===== src/rtl/uart_pkg.sv =====
// Shared constants for the UART echo buffer: mode encodings, TX FSM states
// and the ASCII values used for case folding and line termination.
package uart_pkg;

    // i_mode encodings; bit0 selects upper-casing, bit1 selects line buffering
    typedef enum logic [1:0] {
        MODE_ECHO       = 2'b00,
        MODE_UPPER      = 2'b01,
        MODE_LINE       = 2'b10,
        MODE_LINE_UPPER = 2'b11
    } mode_e;

    localparam int MODE_BIT_UPPER = 0;
    localparam int MODE_BIT_LINE  = 1;

    // Transmit sequencer states
    typedef enum logic [1:0] {
        TX_IDLE      = 2'b00,
        TX_LOAD      = 2'b01,
        TX_START     = 2'b10,
        TX_WAIT_DONE = 2'b11
    } tx_state_e;

    localparam logic [7:0] ASCII_CR      = 8'h0D;
    localparam logic [7:0] ASCII_LF      = 8'h0A;
    localparam logic [7:0] ASCII_LOWER_A = 8'h61;
    localparam logic [7:0] ASCII_LOWER_Z = 8'h7A;
    localparam logic [7:0] CASE_OFFSET   = 8'h20;

    // Map 'a'..'z' onto 'A'..'Z'; every other byte passes through untouched
    function automatic logic [7:0] fold_upper(input logic [7:0] b);
        if (b >= ASCII_LOWER_A && b <= ASCII_LOWER_Z)
            return b - CASE_OFFSET;
        return b;
    endfunction

endpackage


===== src/rtl/uart_echo_buffer_fifo.sv =====
// Synchronous FIFO with registered read data. Pointers carry one extra wrap
// bit so that full and empty stay distinguishable. Pushes while full and pops
// while empty are ignored; fullness is judged on the state at cycle start.
module sync_fifo #(
    parameter int WIDTH = 8,
    parameter int DEPTH = 16
) (
    input  logic                   i_clk,
    input  logic                   i_rst,
    input  logic                   i_push,
    input  logic [WIDTH-1:0]       i_wr_data,
    input  logic                   i_pop,
    output logic [WIDTH-1:0]       o_rd_data,
    output logic                   o_full,
    output logic                   o_empty,
    output logic [$clog2(DEPTH):0] o_count
);

    localparam int          AW       = $clog2(DEPTH);
    localparam logic [AW:0] FULL_CNT = (AW+1)'(DEPTH);

    logic [WIDTH-1:0] r_mem [DEPTH];
    logic [AW:0]      r_wr_ptr;
    logic [AW:0]      r_rd_ptr;
    logic [WIDTH-1:0] r_rd_data;
    logic [AW:0]      w_count;
    logic             w_full;
    logic             w_empty;
    logic             w_do_push;
    logic             w_do_pop;

    assign w_count   = r_wr_ptr - r_rd_ptr;
    assign w_full    = (w_count == FULL_CNT);
    assign w_empty   = (w_count == '0);
    assign w_do_push = i_push & ~w_full;
    assign w_do_pop  = i_pop & ~w_empty;

    assign o_rd_data = r_rd_data;
    assign o_full    = w_full;
    assign o_empty   = w_empty;
    assign o_count   = w_count;

    // Storage array; contents need no reset since the pointers gate reads
    always_ff @(posedge i_clk) begin
        if (w_do_push)
            r_mem[r_wr_ptr[AW-1:0]] <= i_wr_data;
    end

    // Pointer advance and registered read of the head entry
    always_ff @(posedge i_clk or posedge i_rst) begin
        if (i_rst) begin
            r_wr_ptr  <= '0;
            r_rd_ptr  <= '0;
            r_rd_data <= '0;
        end else begin
            if (w_do_push)
                r_wr_ptr <= r_wr_ptr + 1'b1;
            if (w_do_pop) begin
                r_rd_ptr  <= r_rd_ptr + 1'b1;
                r_rd_data <= r_mem[r_rd_ptr[AW-1:0]];
            end
        end
    end

endmodule


===== src/rtl/uart_echo_buffer.sv =====
// Buffered UART echo: accepts bytes from uart_rx into a FIFO, optionally
// upper-cases them and holds them until a line terminator, then replays the
// released bytes to uart_tx one at a time. Reports fill level and drops.
module uart_echo_buffer
    import uart_pkg::*;
#(
    parameter int                    DATA_WIDTH = 8,
    parameter int                    FIFO_DEPTH = 16,
    parameter logic [DATA_WIDTH-1:0] TERM_CHAR  = DATA_WIDTH'(ASCII_CR),
    parameter int                    DROP_CNT_W = 8
) (
    input  logic                        i_clk,
    input  logic                        i_rst,
    input  logic [1:0]                  i_mode,
    input  logic                        i_rx_data_valid,
    input  logic [DATA_WIDTH-1:0]       i_rx_byte,
    output logic                        o_rx_ready,
    output logic [DATA_WIDTH-1:0]       o_tx_byte,
    output logic                        o_tx_data_valid,
    input  logic                        i_tx_active,
    input  logic                        i_tx_done,
    input  logic                        i_clear_status,
    output logic [$clog2(FIFO_DEPTH):0] o_fill,
    output logic                        o_overflow,
    output logic [DROP_CNT_W-1:0]       o_drop_count,
    output logic                        o_idle
);

    localparam int          CW       = $clog2(FIFO_DEPTH) + 1;
    localparam logic [CW-1:0] FULL_CNT = CW'(FIFO_DEPTH);

    logic                  r_rx_ready;
    logic                  r_line_q;
    logic [CW-1:0]         r_commit;
    logic                  r_overflow;
    logic [DROP_CNT_W-1:0] r_drop_count;
    tx_state_e             r_state;
    logic [DATA_WIDTH-1:0] r_tx_byte;
    logic                  r_tx_valid;

    logic                  w_accept;
    logic                  w_push;
    logic                  w_drop;
    logic                  w_pop;
    logic                  w_full;
    logic                  w_empty;
    logic [CW-1:0]         w_count;
    logic [CW-1:0]         w_fill_next;
    logic [DATA_WIDTH-1:0] w_wr_data;
    logic [DATA_WIDTH-1:0] w_rd_data;
    logic                  w_line_mode;
    logic                  w_is_term;
    logic                  w_mode_fall;
    logic                  w_commit_all;

    // The ready pulse doubles as the guard: no sampling while it is high, so
    // uart_rx has a cycle to drop valid before the next byte can be taken.
    assign w_accept = i_rx_data_valid & ~r_rx_ready;
    assign w_push   = w_accept & ~w_full;
    assign w_drop   = w_accept & w_full;

    // Only released entries may leave; a non-zero commit count implies a
    // non-empty FIFO, so the pop never underflows.
    assign w_pop = (r_state == TX_IDLE) && (r_commit != '0) && !i_tx_active;

    generate
        if (DATA_WIDTH == 8) begin : g_fold
            assign w_wr_data = i_mode[MODE_BIT_UPPER] ? fold_upper(i_rx_byte) : i_rx_byte;
        end else begin : g_nofold
            assign w_wr_data = i_rx_byte;
        end
    endgenerate

    sync_fifo #(
        .WIDTH (DATA_WIDTH),
        .DEPTH (FIFO_DEPTH)
    ) u_fifo (
        .i_clk     (i_clk),
        .i_rst     (i_rst),
        .i_push    (w_push),
        .i_wr_data (w_wr_data),
        .i_pop     (w_pop),
        .o_rd_data (w_rd_data),
        .o_full    (w_full),
        .o_empty   (w_empty),
        .o_count   (w_count)
    );

    // Release rules: echo writes release themselves; in line mode a
    // terminator or a write that fills the FIFO (which would otherwise
    // deadlock) releases everything, as does leaving line mode.
    assign w_line_mode  = i_mode[MODE_BIT_LINE];
    assign w_is_term    = (i_rx_byte == TERM_CHAR);
    assign w_mode_fall  = r_line_q & ~w_line_mode;
    assign w_fill_next  = w_count + CW'(w_push) - CW'(w_pop);
    assign w_commit_all = w_mode_fall
                        | (w_push & w_line_mode & (w_is_term | (w_fill_next == FULL_CNT)));

    // RX handshake pulse and previous line-mode bit for fall detection
    always_ff @(posedge i_clk or posedge i_rst) begin
        if (i_rst) begin
            r_rx_ready <= 1'b0;
            r_line_q   <= 1'b0;
        end else begin
            r_rx_ready <= w_accept;
            r_line_q   <= w_line_mode;
        end
    end

    // Count of FIFO entries eligible for transmission
    always_ff @(posedge i_clk or posedge i_rst) begin
        if (i_rst)
            r_commit <= '0;
        else if (w_commit_all)
            r_commit <= w_fill_next;
        else
            r_commit <= r_commit + CW'(w_push & ~w_line_mode) - CW'(w_pop);
    end

    // Sticky overflow and saturating drop counter; a drop beats a clear
    always_ff @(posedge i_clk or posedge i_rst) begin
        if (i_rst) begin
            r_overflow   <= 1'b0;
            r_drop_count <= '0;
        end else if (w_drop) begin
            r_overflow <= 1'b1;
            if (i_clear_status)
                r_drop_count <= DROP_CNT_W'(1);
            else if (!(&r_drop_count))
                r_drop_count <= r_drop_count + 1'b1;
        end else if (i_clear_status) begin
            r_overflow   <= 1'b0;
            r_drop_count <= '0;
        end
    end

    // TX sequencer: pop, latch the read data, pulse start, wait for done
    always_ff @(posedge i_clk or posedge i_rst) begin
        if (i_rst) begin
            r_state    <= TX_IDLE;
            r_tx_byte  <= '0;
            r_tx_valid <= 1'b0;
        end else begin
            r_tx_valid <= 1'b0;
            case (r_state)
                TX_IDLE: begin
                    if (w_pop)
                        r_state <= TX_LOAD;
                end
                TX_LOAD: begin
                    r_tx_byte <= w_rd_data;
                    r_state   <= TX_START;
                end
                TX_START: begin
                    r_tx_valid <= 1'b1;
                    r_state    <= TX_WAIT_DONE;
                end
                TX_WAIT_DONE: begin
                    if (i_tx_done)
                        r_state <= TX_IDLE;
                end
                default: r_state <= TX_IDLE;
            endcase
        end
    end

    assign o_rx_ready      = r_rx_ready;
    assign o_tx_byte       = r_tx_byte;
    assign o_tx_data_valid = r_tx_valid;
    assign o_fill          = w_count;
    assign o_overflow      = r_overflow;
    assign o_drop_count    = r_drop_count;
    assign o_idle          = w_empty && (r_state == TX_IDLE);

endmodule

===== config.mk =====
export PLATFORM = sky130hd
export DESIGN_NAME = uart_echo_buffer
export DESIGN_NICKNAME = d
export VERILOG_FILES = /design/src/rtl/uart_pkg.sv /design/src/rtl/uart_echo_buffer_fifo.sv /design/src/rtl/uart_echo_buffer.sv
export SDC_FILE = /design/constraint.sdc
export NUM_CORES = 1
export LEC_CHECK = 0
export ABC_AREA = 1
export BUFFER_PORTS_ARGS = -buffer_cell sky130_fd_sc_hd__buf_2
export CAP_MARGIN = 20
export CORE_MARGIN = 2
export CORE_UTILIZATION = 23
export CTS_BUF_LIST = sky130_fd_sc_hd__clkbuf_8
export CTS_CLUSTER_SIZE = 25
export DETAILED_ROUTE_END_ITERATION = 8
export PLACE_DENSITY = 0.36
export SLEW_MARGIN = 20
export SYNTH_ARGS = -nofsm -noshare
export SYNTH_HDL_FRONTEND = slang
export SYNTH_SLANG_ARGS = --single-unit

===== constraint.sdc =====
create_clock -name i_clk -period 4.4 [get_ports i_clk]
set_input_delay 0.22 -clock i_clk [delete_from_list [all_inputs] [get_ports i_clk]]
set_output_delay 0.22 -clock i_clk [all_outputs]
set_load 0.03 [all_outputs]

==> metrics.json, run 1 <==
{
  "critical_path": {
    "timing.reg2reg.setup_slack_ns": 0.44,
    "worstSetupEndpointType": "flip-flop",
    "critical_path.startpoint": "u_fifo.r_wr_ptr[0]$_DFFE_PP0P_",
    "critPathRequiredTime_ns": 4.77,
    "worst_path_largest_cell_delay_ns": 0.41,
    "path_common_cell": "nand2_1",
    "cp_max_fo": 8,
    "critical_path.top_delay_family": "simple AND/OR/NAND/NOR gates",
    "timing_worst_setup_path_type": "reg2reg",
    "slowest_cell_on_the_critical_path": "fa_1",
    "timing.critical_path.buf_inv": 2,
    "worst-endpoint-arrival_ns": 4.33,
    "launch_instance_of_the_worst_register_to_register_path": "u_fifo.r_wr_ptr[0]$_DFFE_PP0P_",
    "crit_path_start_kind": "flip-flop"
  },
  "power": {
    "power.density_cell_area_nw_per_um2": 735,
    "ir_worst_vdd_mv": 0.350,
    "leakage_nw": 3.42
  },
  "drt": {
    "finalWirelength_um": 21200,
    "final_antenna_net_count": 0,
    "drt_pre_antenna_iters": 5,
    "viasPerCell": 4.28,
    "drt_first_iter_violations": 355,
    "drc": 0,
    "route.vias.total": 5159,
    "detail_route.wl_per_cell_um": 17.6
  },
  "finish": {
    "nNetsFinal": 789,
    "areaGrowthSynthToFinish_pct": 16.5,
    "num_antenna_cells": 0,
    "post-route-cell-area_um2": 9080,
    "fillerInstances": 3552,
    "post-route-util": 0.271,
    "layout.cells.most_common_list": "edfxtp_1, nor2_1, o21ai_0",
    "post_route_cells_drive_above_1_share": 0.167,
    "commonest_non_fill_non_tap_cell_in_the_layout": "edfxtp_1",
    "area.sequential_um2": 4970,
    "multi_input_area_um2": 2500
  },
  "global_routing": {
    "overflow": 0,
    "antenna_found_initial": 0,
    "grt_util_all_layers": 0.125,
    "grt_pass1_wl_um": 32600,
    "grt_pass1_vias": 5050,
    "grt_start_max_net_pins": 68
  },
  "yosys": {
    "synth_warnings": 0,
    "xor_xnor_portion_of_the_synthesized_cell_area": 0.0225,
    "synth_area_per_cell_um2": 11.4,
    "post_synth_design_cell_area_um2": 7790,
    "synth-compound-area-share": 0.104,
    "ys_async_sr_fraction": 0.260,
    "synth.net_count": 728,
    "yosys.area_share.adder": 0.0511,
    "synth_cells": 682,
    "synth.area.mux_share": 0.00867,
    "netlist-cell-type-count": 41,
    "synth-edff-count": 128,
    "seq_area_frac_synth": 0.638,
    "synth_top_family_by_area": "simple AND/OR/NAND/NOR gates",
    "synth_seq_cells": 173,
    "dominantRegCellSynth": "edfxtp_1",
    "post_synth_simple_gate_area": 0.135
  },
  "min_path": {
    "holdCritPathClass": "in2reg",
    "hp-start": "i_rx_data_valid"
  },
  "run_status": {
    "run_status": "finished, final reports clean"
  },
  "clock_network": {
    "cts_sinks": 173,
    "clock_latency_ns": 0.49,
    "max_root_sink_buffers": 2,
    "number_of_gates_resized_after_cts": 0,
    "cts_tree": "built",
    "cts.clk_slew.worst_paths_ns": 0.10,
    "htree_num_levels": 4,
    "root_buffer": "clkbuf_8",
    "cts_setup_buffers": 0,
    "cts-buffers-inserted": 17
  },
  "sta": {
    "setup_tns_after_final_layout_ns": 0,
    "final-hold-violation-count": 0,
    "final.setup_skew_ns": 0.0262,
    "post_route_fraction_of_the_period_consumed_by_the_critical_path": 0.900,
    "worst_pin_slew_ns": 0.847,
    "timing.fmax_mhz": 253,
    "report.final.setup_viol": 0,
    "drv_slew": 0,
    "worst_slew_margin_rel": 0.435,
    "setup_repair_after_global_routing_missed_its_margin": "false",
    "layout_min_cycle_time_ns": 3.96
  },
  "placed_design": {
    "gp_congestion": 0.717,
    "dp_hpwl_um": 13800,
    "io_buffers": 40,
    "detailed_place.area_um2": 8630
  },
  "floorplan": {
    "design.portCount": 41,
    "core.rowCount": 67,
    "placeableCoreArea_um2": 33400,
    "die_h_um": 188,
    "floorplan.initialDensity": 0.233,
    "die_x_um": 188,
    "die_area_um2": 35400
  },
  "run": {
    "maxCapViolations": 0
  }
}
==> metrics by stage <==
| stage | hold WS [ns] | worst slack [ns] | power [mW] | cells |
|---|---|---|---|---|
| final | 0.0689 | 0.440 | 6.67 | 1204 |
| after global routing | 0.0393 | 0.0331 | 7.22 | 1204 |
| after CTS | 0.0240 | 0.408 | 6.80 | 1204 |
| after detailed placement | 0.359 | 0.431 | 5.58 | 1169 |
| after global placement | 0.363 | 0.506 | 5.62 | 1169 |
| after floorplan | 0.251 | 0.348 | 4.53 | 682 |
==> tightest hold or removal path, cell delays in order <==
cell,delay (ns)
buf_2,0.10
inv_1,0.13
nor2_8,0.06
==> worst paths after layout <==
kind                                                  end  depth (start not counted)
max                                 r_commit[1]$_DFF_PP0_                         25
min                                  o_rx_ready$_DFF_PP0_                          3
max reg2reg                         r_commit[1]$_DFF_PP0_                         25
min reg2reg                        o_overflow$_DFFE_PP0P_                          2
max in group asynchronous  u_fifo.r_rd_ptr[0]$_DFFE_PP0P_                          4
min in group asynchronous     o_drop_count[6]$_DFFE_PP0P_                          4
==> power breakdown <==
part	switching (mW)	internal, mW
Clock	0.730	0.445
Sequential	0.160	2.03
Combinational	2.22	1.09
Total	3.11	3.56
==> flip-flops by register name (all words and copies together) (netlist names) <==
| name | flops |
|---|---|
| o_tx_byte | 8 |
| r_commit | 5 |
| o_tx_data_valid | 1 |
| o_rx_ready | 1 |
| u_fifo.r_wr_ptr | 5 |
| r_state | 2 |
| o_drop_count | 8 |
| u_fifo.r_mem | 128 |
| o_overflow | 1 |
| r_line_q | 1 |
| u_fifo.r_rd_ptr | 5 |
| u_fifo.o_rd_data | 8 |
==> cell usage after synthesis (2+ instances only) <==
cell	count	area (um2)
inv_2	3	11.3
a21oi_1	15	75.1
clkbuf_1	17	63.8
o211ai_1	9	67.6
edfxtp_1	128	3840
o21ai_0	77	385
nor2_4	2	22.5
o221ai_1	9	78.8
nand4_1	5	31.3
nor3_1	8	40.0
xor2_1	13	114
ha_1	27	338
nand2_4	4	45.0
buf_2	7	35.0
a41oi_1	2	17.5
nand2_1	71	267
a31oi_1	5	31.3
o22ai_1	20	125
nand3_1	29	145
fa_1	3	60.1
mux2_2	6	67.6
nand2_2	3	18.8
nor2_1	102	383
inv_1	50	188
xnor2_1	7	61.3
dfrtp_1	45	1130
==> metal layers <==
layer  wire, um  global-route usage  up-vias
met1      11000               0.186     2535
li1           -                   -     2521
met4        171              0.0282        0
met2       9220               0.183       89
met3        821              0.0283       14
met5          0                   0        -
==> cell type report <==
class / instances / share of cell area
Multi-Input combinational cell: 429 / 0.276
Tap cell: 448 / 0.0617
Inverter: 54 / 0.0226
Clock buffer: 17 / 0.0258
Sequential cell: 173 / 0.548
Timing Repair Buffer: 68 / 0.0460
Clock inverter: 15 / 0.0204
==> repair_timing <==
| action | in CTS | in global routing |
|---|---|---|
| setup endpoints to repair | 0 | 0 |
| hold buffers | 3 | 0 |
| endpoints found under the hold margin | 47 | 0 |
==> cell families after synthesis <==
logic type,Yosys count
DFF,173
and+or+nand+nor,233
buffers and inverters,80
adders and majority gates,30
AOI/OAI and AO/OA,140
xor gates and xnor gates,20
muxes,6
Note: power is estimated with default switching activity, not from simulation.
==> run 2, diff against run 1 <==
BUFFER_PORTS_ARGS = -buffer_cell sky130_fd_sc_hd__buf_4   (was -buffer_cell sky130_fd_sc_hd__buf_2)
==> metrics.json, run 2 (same netlist as run 1, synthesis figures left out) <==
{
  "drt": {
    "finalWirelength": {"value": 21200, "unit": "um", "change": "-0.18%"},
    "drt_pre_antenna_iters": {"value": 4, "change": "-1"},
    "drt_first_iter_violations": {"value": 400, "change": "+13%"},
    "detail_route.wl_per_cell": {"value": 17.7, "unit": "um", "change": "+0.15%"},
    "viasPerCell": {"value": 4.40, "change": "+2.6%"},
    "final_antenna_net_count": {"value": 0, "change": "unchanged"},
    "route.vias.total": {"value": 5274, "change": "+2.2%"},
    "drc": {"value": 0, "change": "unchanged"}
  },
  "clock_network": {
    "cts-buffers-inserted": {"value": 17, "change": "unchanged"},
    "cts_tree": "built",
    "cts_sinks": {"value": 173, "change": "unchanged"},
    "root_buffer": "clkbuf_8",
    "cts.clk_slew.worst_paths": {"value": 0.11, "unit": "ns", "change": "about the same"},
    "max_root_sink_buffers": {"value": 2, "change": "unchanged"},
    "clock_latency": {"value": 0.48, "unit": "ns", "change": "about the same"},
    "htree_num_levels": {"value": 4, "change": "unchanged"}
  },
  "critical_path": {
    "cp_max_fo": {"value": 8, "change": "unchanged"},
    "worstSetupEndpointType": "flip-flop",
    "path_common_cell": "nand2_1",
    "timing_worst_setup_path_type": "reg2reg",
    "worst_path_largest_cell_delay": {"value": 0.41, "unit": "ns", "change": "about the same"},
    "launch_instance_of_the_worst_register_to_register_path": "u_fifo.r_wr_ptr[0]$_DFFE_PP0P_",
    "slowest_cell_on_the_critical_path": "dfrtp_1",
    "worst-endpoint-arrival": {"value": 4.35, "unit": "ns", "change": "+0.02 ns"},
    "critical_path.top_delay_family": "adder cells",
    "critical_path.startpoint": "u_fifo.r_wr_ptr[0]$_DFFE_PP0P_",
    "crit_path_start_kind": "flip-flop",
    "timing.critical_path.buf_inv": {"value": 2, "change": "unchanged"},
    "critPathRequiredTime": {"value": 4.78, "unit": "ns", "change": "about the same"}
  },
  "placed_design": {
    "io_buffers": {"value": 40, "change": "unchanged"},
    "dp_hpwl": {"value": 14000, "unit": "um", "change": "+1.1%"},
    "gp_congestion": {"value": 0.753, "change": "+5.0%"},
    "detailed_place.area": {"value": 8690, "unit": "um2", "change": "+0.72%"}
  },
  "global_routing": {
    "overflow": {"value": 0, "change": "unchanged"},
    "grt_pass1_wl": {"value": 32100, "unit": "um", "change": "-1.5%"},
    "grt_util_all_layers": {"value": 0.122, "change": "-0.00235"},
    "grt_pass1_vias": {"value": 5250, "change": "+4.0%"},
    "antenna_found_initial": {"value": 0, "change": "unchanged"},
    "grt_start_max_net_pins": {"value": 68, "change": "unchanged"}
  },
  "finish": {
    "largest_reg_flops": {"value": 128, "change": "unchanged"},
    "fillerInstances": {"value": 3443, "change": "-3.1%"},
    "nNetsFinal": {"value": 784, "change": "-0.63%"},
    "commonest_non_fill_non_tap_cell_in_the_layout": "edfxtp_1",
    "post_route_cells_drive_above_1_share": {"value": 0.161, "change": "-0.00555"},
    "post-route-cell-area": {"value": 9130, "unit": "um2", "change": "+0.61%"},
    "post-route-util": {"value": 0.273, "change": "+0.00165"},
    "areaGrowthSynthToFinish_pct": 17.2,
    "layout.cells.most_common_list": "edfxtp_1, nor2_1, o21ai_0"
  },
  "min_path": {
    "hp-start": "i_rx_data_valid",
    "holdCritPathClass": "in2reg"
  },
  "floorplan": {
    "design.portCount": {"value": 41, "change": "unchanged"},
    "core.rowCount": {"value": 67, "change": "unchanged"},
    "die_area": {"value": 35400, "unit": "um2", "change": "unchanged"},
    "die_x": {"value": 188, "unit": "um", "change": "unchanged"},
    "floorplan.initialDensity": {"value": 0.233, "change": "unchanged"},
    "placeableCoreArea": {"value": 33400, "unit": "um2", "change": "unchanged"},
    "die_h": {"value": 188, "unit": "um", "change": "unchanged"}
  },
  "sta": {
    "setup_tns_after_final_layout": {"value": 0, "unit": "ns", "change": "unchanged"},
    "worst_pin_slew": {"value": 0.880, "unit": "ns", "change": "+0.0333 ns"},
    "drv_slew": {"value": 0, "change": "unchanged"},
    "final-hold-violation-count": {"value": 0, "change": "unchanged"},
    "final.setup_skew": {"value": 0.0213, "unit": "ns", "change": "-0.00487 ns"},
    "report.final.setup_viol": {"value": 0, "change": "unchanged"},
    "layout_min_cycle_time": {"value": 3.97, "unit": "ns", "change": "+0.0139 ns"},
    "timing.fmax": {"value": 252, "unit": "MHz", "change": "-0.35%"},
    "worst_slew_margin_rel": {"value": 0.413, "change": "-0.0222"},
    "post_route_fraction_of_the_period_consumed_by_the_critical_path": {"value": 0.903, "change": "+0.00316"},
    "setup_repair_after_global_routing_missed_its_margin": "false"
  },
  "run_status": {
    "run_status": "finished, final reports clean"
  },
  "run": {
    "maxCapViolations": {"value": 0, "change": "unchanged"}
  },
  "power": {
    "leakage": {"value": 3.41, "unit": "nW", "change": "-0.25%"},
    "ir_worst_vdd": {"value": 0.366, "unit": "mV", "change": "+4.4%"},
    "power.density_cell_area": {"value": 736, "unit": "nW/um2", "change": "+0.21%"}
  }
}
==> run 2: timing repair <==
item | in CTS | in global routing
resized for setup | 0 | 2
hold buffers | 3 | 0
hold endpoints to repair | 47 | 0
buffers inserted | 0 | 0
setup endpoints to repair | 0 | 5
==> run 2: tightest hold or removal path: stages <==
cell and delay (ns):
buf_4 0.11, inv_1 0.13, nor2_8 0.06
==> run 2: worst paths after layout <==
check / end / slack (ns) / cells after the start
setup reg to reg: r_commit[1]$_DFF_PP0_ / 0.43 / 25
min in group asynchronous: r_state[0]$_DFFE_PP0P_ / 0.47 / 4
hold reg to reg: o_overflow$_DFFE_PP0P_ / 0.50 / 2
max in group asynchronous: u_fifo.r_rd_ptr[0]$_DFFE_PP0P_ / 3.48 / 4
setup / recovery: r_commit[1]$_DFF_PP0_ / 0.43 / 25
hold / removal: o_rx_ready$_DFF_PP0_ / 0.09 / 3
==> run 2: cell type report <==
type | count | area, um2 | share of cell area
Clock buffer | 17 | 234 | 0.0256
Inverter | 54 | 205 | 0.0225
Sequential cell | 173 | 4970 | 0.544
Clock inverter | 15 | 168 | 0.0184
Antenna cell | 1 | 2.50 | 0.000274
Multi-Input combinational cell | 429 | 2510 | 0.275
Tap cell | 448 | 561 | 0.0614
Timing Repair Buffer | 63 | 480 | 0.0526
==> run 2: report_power, final <==
| group | internal, mW | leakage, nW | total [mW] | switching, mW |
|---|---|---|---|---|
| Clock | 0.476 | 0.198 | 1.15 | 0.677 |
| Sequential | 2.03 | 1.70 | 2.19 | 0.162 |
| Combinational | 1.14 | 1.51 | 3.38 | 2.24 |
| Total | 3.65 | 3.41 | 6.72 | 3.08 |
==> run 2: metal layers <==
layer | vias to the layer above | GRT usage | routed length (um)
met5 | - | 0 | 0
met4 | 0 | 0.0327 | 235
met3 | 17 | 0.0256 | 817
met2 | 99 | 0.194 | 9740
met1 | 2648 | 0.170 | 10400
li1 | 2510 | - | -
==> run 2: stage by stage <==
stage               hold WS, ns  cells  setup WS [ns]  power, mW
floorplan                 0.251    682          0.348       4.53
global placement          0.344   1164          0.505       5.59
detailed placement        0.347   1164          0.368       5.63
CTS                      0.0500   1199          0.329       6.80
global route             0.0716   1199         0.0289       7.27
finish                   0.0904   1200          0.426       6.72
